### config.mk
export PLATFORM = sky130hd
export DESIGN_NAME = l2_prefetch_unit
export DESIGN_NICKNAME = d
export VERILOG_FILES = /design/src/rtl/l2_prefetch_unit.sv
export SDC_FILE = /design/constraint.sdc
export NUM_CORES = 1
export LEC_CHECK = 0
export BUFFER_PORTS_ARGS = -buffer_cell sky130_fd_sc_hd__buf_2
export CORE_MARGIN = 2
export CORE_UTILIZATION = 34
export DETAILED_ROUTE_END_ITERATION = 12
export GPL_ROUTABILITY_DRIVEN = 0
export SLEW_MARGIN = 10
export SYNTH_ARGS = -nofsm -noshare
export SYNTH_HDL_FRONTEND = slang
export SYNTH_SLANG_ARGS = --single-unit
### constraint.sdc
create_clock -name clk -period 2.45 [get_ports clk]
set_input_delay 0.49 -clock clk [delete_from_list [all_inputs] [get_ports clk]]
set_output_delay 0.49 -clock clk [all_outputs]
set_load 0.01 [all_outputs]
### src/rtl/l2_prefetch_unit.sv
// Next-line prefetcher for the L2: snoops demand fills, fetches the following
// line on its own pmem port and offers it to the L2 from a one-entry buffer.
module l2_prefetch_unit #(
  parameter int unsigned OFFSET_BITS = 4
) (
  input  logic         clk,
  input  logic         reset,
  input  logic         l2_pmem_read,
  input  logic         l2_pmem_write,
  input  logic         l2_pmem_resp,
  input  logic [15:0]  l2_pmem_address,
  input  logic         dont_prefetch,
  output logic         prefetch_ready,
  output logic         prefetch_busy,
  output logic [15:0]  prefetch_address,
  output logic [127:0] prefetch_rdata,
  output logic         pf_pmem_read,
  output logic [15:0]  pf_pmem_address,
  input  logic         pf_pmem_resp,
  input  logic [127:0] pf_pmem_rdata
);

  localparam int unsigned ADDR_W = 16;
  localparam int unsigned DATA_W = 128;
  localparam int unsigned LINE_W = ADDR_W - OFFSET_BITS;

  typedef enum logic [1:0] {
    IDLE  = 2'd0,
    FETCH = 2'd1,
    READY = 2'd2
  } state_t;

  state_t              state, state_n;
  logic                pend_valid, pend_valid_n;
  logic [ADDR_W-1:0]   pend_addr, pend_addr_n;
  logic [ADDR_W-1:0]   addr_q, addr_n;
  logic [DATA_W-1:0]   line_data, line_data_n;
  logic                stale, stale_n;

  logic [LINE_W-1:0]   snoop_line;
  logic [LINE_W-1:0]   tgt_line;
  logic [ADDR_W-1:0]   tgt_addr;
  logic                trig, trig_ok, inv, inv_pend, inv_cur, pend_eff, issue;

  // Snoop decode: trigger target, invalidate matches, trigger filtering
  always_comb begin
    snoop_line = l2_pmem_address[ADDR_W-1:OFFSET_BITS];
    tgt_line   = LINE_W'(snoop_line + LINE_W'(1));
    tgt_addr   = {tgt_line, {OFFSET_BITS{1'b0}}};
    trig       = l2_pmem_read & l2_pmem_resp & ~(&snoop_line);
    inv        = l2_pmem_write & l2_pmem_resp;
    inv_pend   = inv & pend_valid & (snoop_line == pend_addr[ADDR_W-1:OFFSET_BITS]);
    inv_cur    = inv & (state != IDLE) & (snoop_line == addr_q[ADDR_W-1:OFFSET_BITS]);
    // The snooped bus carries one address, so W == T can only arise via aliasing;
    // the invalidate still takes priority if it ever does.
    trig_ok    = trig
               & ~((state != IDLE) && (tgt_line == addr_q[ADDR_W-1:OFFSET_BITS]))
               & ~(inv && (snoop_line == tgt_line));
    pend_eff   = pend_valid & ~inv_pend;
  end

  // Next-state and datapath update
  always_comb begin
    state_n      = state;
    pend_valid_n = pend_valid;
    pend_addr_n  = pend_addr;
    addr_n       = addr_q;
    line_data_n  = line_data;
    stale_n      = stale;
    issue        = 1'b0;

    case (state)
      IDLE: begin
        if (pend_eff && !dont_prefetch) begin
          issue = 1'b1;
        end
      end
      FETCH: begin
        stale_n = stale | inv_cur;
        if (pf_pmem_resp) begin
          if (stale | inv_cur) begin
            state_n = IDLE;
          end else begin
            state_n     = READY;
            line_data_n = pf_pmem_rdata;
          end
        end
      end
      READY: begin
        if (inv_cur) begin
          state_n = IDLE;
        end else if (!dont_prefetch) begin
          if (pend_eff) begin
            issue = 1'b1;
          end else begin
            state_n = IDLE;
          end
        end
      end
      default: state_n = IDLE;
    endcase

    if (issue) begin
      state_n = FETCH;
      addr_n  = pend_addr;
      stale_n = 1'b0;
    end

    // Newest trigger always lands in pending, even on the issue cycle
    if (inv_pend || issue) begin
      pend_valid_n = 1'b0;
    end
    if (trig_ok) begin
      pend_valid_n = 1'b1;
      pend_addr_n  = tgt_addr;
    end
  end

  always_ff @(posedge clk) begin
    if (reset) begin
      state            <= IDLE;
      pend_valid       <= 1'b0;
      pend_addr        <= '0;
      addr_q           <= '0;
      line_data        <= '0;
      stale            <= 1'b0;
      prefetch_ready   <= 1'b0;
      prefetch_busy    <= 1'b0;
      prefetch_address <= '0;
      prefetch_rdata   <= '0;
      pf_pmem_read     <= 1'b0;
      pf_pmem_address  <= '0;
    end else begin
      state            <= state_n;
      pend_valid       <= pend_valid_n;
      pend_addr        <= pend_addr_n;
      addr_q           <= addr_n;
      line_data        <= line_data_n;
      stale            <= stale_n;
      prefetch_ready   <= (state_n == READY);
      prefetch_busy    <= (state_n == FETCH);
      prefetch_address <= addr_n;
      prefetch_rdata   <= line_data_n;
      pf_pmem_read     <= (state_n == FETCH);
      pf_pmem_address  <= addr_n;
    end
  end

endmodule
==> impl_metrics.tcl <==
set metrics [dict create \
    status "finished clean" \
    grt_use_met3 0.0600 \
    seq_area_frac_synth 0.477 \
    startpoint_type "flop" \
    top_usage_layer "met2" \
    fin_crit_ns 2.21 \
    critical_path_required_ns 2.75 \
    port_buffers 301 \
    cts_buffer_depth 2 \
    holdWs_ns 0.301 \
    dpl_worst_slack_ns -0.00595 \
    instances_no_fill 1375 \
    post_cts_buffers 0 \
    hp-class "in2reg" \
    irDropWorstVdd_uv 456 \
    final_common_cell "buf_2" \
    grt_antenna_before_repair 0 \
    start_util 0.344 \
    grt_pass1_wl_um 29500 \
    rsz0062_at_grt "false" \
    power_frac_clock 0.458 \
    flow.area_growth_from_synthesis_pct 35.7 \
    grtUsageMet2 0.297 \
    synth-seq-cells 158 \
    syn_inst 808 \
    maxCapViolCount 0 \
    arrival_ns 2.51 \
    postCtsHoldBufs 0 \
    skew_ns 0.00926 \
    power_leakage_nw 4.05 \
    asyncSetResetFlopFracSynth 0 \
    io_pins 314 \
    p_per_area_nw_per_um2 639 \
    synth_warnings 0 \
    chipHeight_um 144 \
    path_clk_slew_ns 0.07 \
    via_count 6319 \
    fin_crit_sh 0.902 \
    avgRoutedWirePerCell_um 14.1 \
    finalHoldViolations 0 \
    first_global_vias 5819 \
    ant_nets 0 \
    routed_wl_um 19400 \
    drive_above_1_share 0.355 \
    maxSlewViolCount 0 \
    antennaDiodeCount 0 \
    synth_ff_type "dfxtp_1" \
    placed_cells 1343 \
    finalWorstSetupSlack_ns 0.240 \
    endpoint_kind "flop" \
    clock-sinks 158 \
    power.share.sequential 0.459 \
    drc 0 \
    syn_area_per_cell_sq_um 8.21 \
    critPathKind "reg2reg" \
    yosysUniqueCellTypes 56 \
    first_pass_iters 4 \
    mostFrequentLayoutCells "buf_2 (300), nand2_1 (264), dfxtp_1 (158)" \
    clk_latency_ns 0.42 \
    combPwrFrac 0.083 \
    core-area_sq_um 19300 \
    drt_iter0_drc 261 \
    dieArea_sq_um 20600 \
    grt_util_met1 0.226 \
    p_sw_frac 0.249 \
    grt_max_degree 63 \
    post_cts_resized 0 \
    hpwl_um 14000 \
    max_freq_ghz 0.452 \
    cts_buffers 17 \
    stdcell_area_sq_um 9000 \
    net-switching-power_mw 1.43 \
    netlist_area_sq_um 6630 \
    num_rows 51 \
    viasPerCell 4.60 \
    die_x_um 144 \
    cts.htree.levels 4 \
    placed_area_sq_um 8420 \
    synth-edff-count 0 \
    grtUsageTotal 0.182 \
    cellInternalPower_mw 4.32 \
    cp_max_fo 8 \
    setup_viol 0 \
    fin_nets 1249 \
    cts-root-buf "clkbuf_16" \
    cts_tree "done" \
    grt_overflow 0 \
]
routing by layer:
layer	vias up	routed length, um
met5	-	0
met1	2864	8470
met4	0	316
li1	3223	-
met2	210	9120
met3	22	1490
flip-flops by register name, summed over array words and instances, names as in the netlist:
| register | flops |
|---|---|
| pf_pmem_read | 1 |
| prefetch_ready | 1 |
| pend_valid | 1 |
| pend_addr | 12 |
| stale | 1 |
| line_data | 128 |
| state | 2 |
| addr_q | 12 |
cell usage after synthesis (2+ instances only):
library cell / count / area, sq um
xor2_1: 12 / 105
xnor2_1: 23 / 201
nor3b_1: 3 / 22.5
inv_1: 2 / 7.51
buf_4: 24 / 180
nor2_1: 20 / 75.1
and4_1: 2 / 17.5
nand4b_1: 3 / 26.3
and2_1: 4 / 25.0
o221ai_1: 2 / 17.5
nor3_1: 2 / 10.0
buf_2: 14 / 70.1
a211oi_2: 6 / 75.1
a21oi_1: 146 / 731
nand2_1: 264 / 991
nand3_1: 11 / 55.1
mux2i_1: 12 / 120
o21ai_0: 2 / 10.0
buf_6: 13 / 146
nor4_1: 3 / 18.8
nand3b_1: 3 / 22.5
o21ai_1: 3 / 15.0
nand4_1: 9 / 56.3
nand2b_1: 2 / 12.5
and3_1: 4 / 25.0
dfxtp_1: 158 / 3160
clkbuf_1: 32 / 120
area by class of cell:
class                      instances  area [sq um]
clock buffer                      20           457
tap                              265           332
inverter                           3          11.3
multi-input combinational        571          2980
sequential                       158          3160
clock inverter                    12           124
fill                            2018         10300
timing repair buffer             346          1930
final timing paths:
kind / startpoint / cells after the start / endpoint / slack, ns
max reg2reg: addr_q[6]$_SDFFE_PP0P_ / 8 / pend_addr[9]$_SDFFE_PP0P_ / 0.24
max: addr_q[6]$_SDFFE_PP0P_ / 8 / pend_addr[9]$_SDFFE_PP0P_ / 0.24
min: pf_pmem_rdata[95] / 3 / line_data[95]$_SDFFE_PP0P_ / 0.30
min reg2reg: line_data[111]$_SDFFE_PP0P_ / 2 / line_data[111]$_SDFFE_PP0P_ / 0.45
cell families (layout without fill, tap and decap cells):
family                     count (synthesis)  after routing  share of synthesized area
adders and majority gates                  1              1                    0.00189
AOI/OAI and AO/OA                        174            174                      0.148
other                                      1              8                   0.000565
buffers and inverters                     86            381                     0.0796
muxes                                     12             12                     0.0181
xor gates and xnor gates                  38             38                     0.0564
and+or+nand+nor                          338            338                      0.218
DFF                                      158            158                      0.477
stage by stage:
| step | utilization | power, mW | setup TNS [ns] |
|---|---|---|---|
| global route | 0.467 | 5.99 | 0 |
| detailed placement | 0.437 | 3.17 | -0.00988 |
| floorplan | - | 2.96 | 0 |
| CTS | 0.467 | 5.84 | 0 |
| finish | 0.467 | 5.75 | 0 |
| global placement | 0.437 | 3.17 | -0.00213 |
power groups by stage:
stage / Combinational, mW / Clock, mW / Sequential (mW)
after detailed placement: 0.478 / 0 / 2.70
after floorplan: 0.250 / 0 / 2.71
after global routing: 0.528 / 2.82 / 2.64
final: 0.478 / 2.63 / 2.64
after global placement: 0.478 / 0 / 2.69
after CTS: 0.481 / 2.72 / 2.64
critical path, cell delays in order, from the launching register on:
cell and delay (ns):
dfxtp_1 0.43, xor3_1 0.45, nor4_1 0.24, nand4_1 0.15
a21oi_1 0.23, nand3_1 0.13, buf_4 0.19, a21oi_1 0.21
a211oi_2 0.07
No activity file was read; power rests on OpenSTA's default activity.
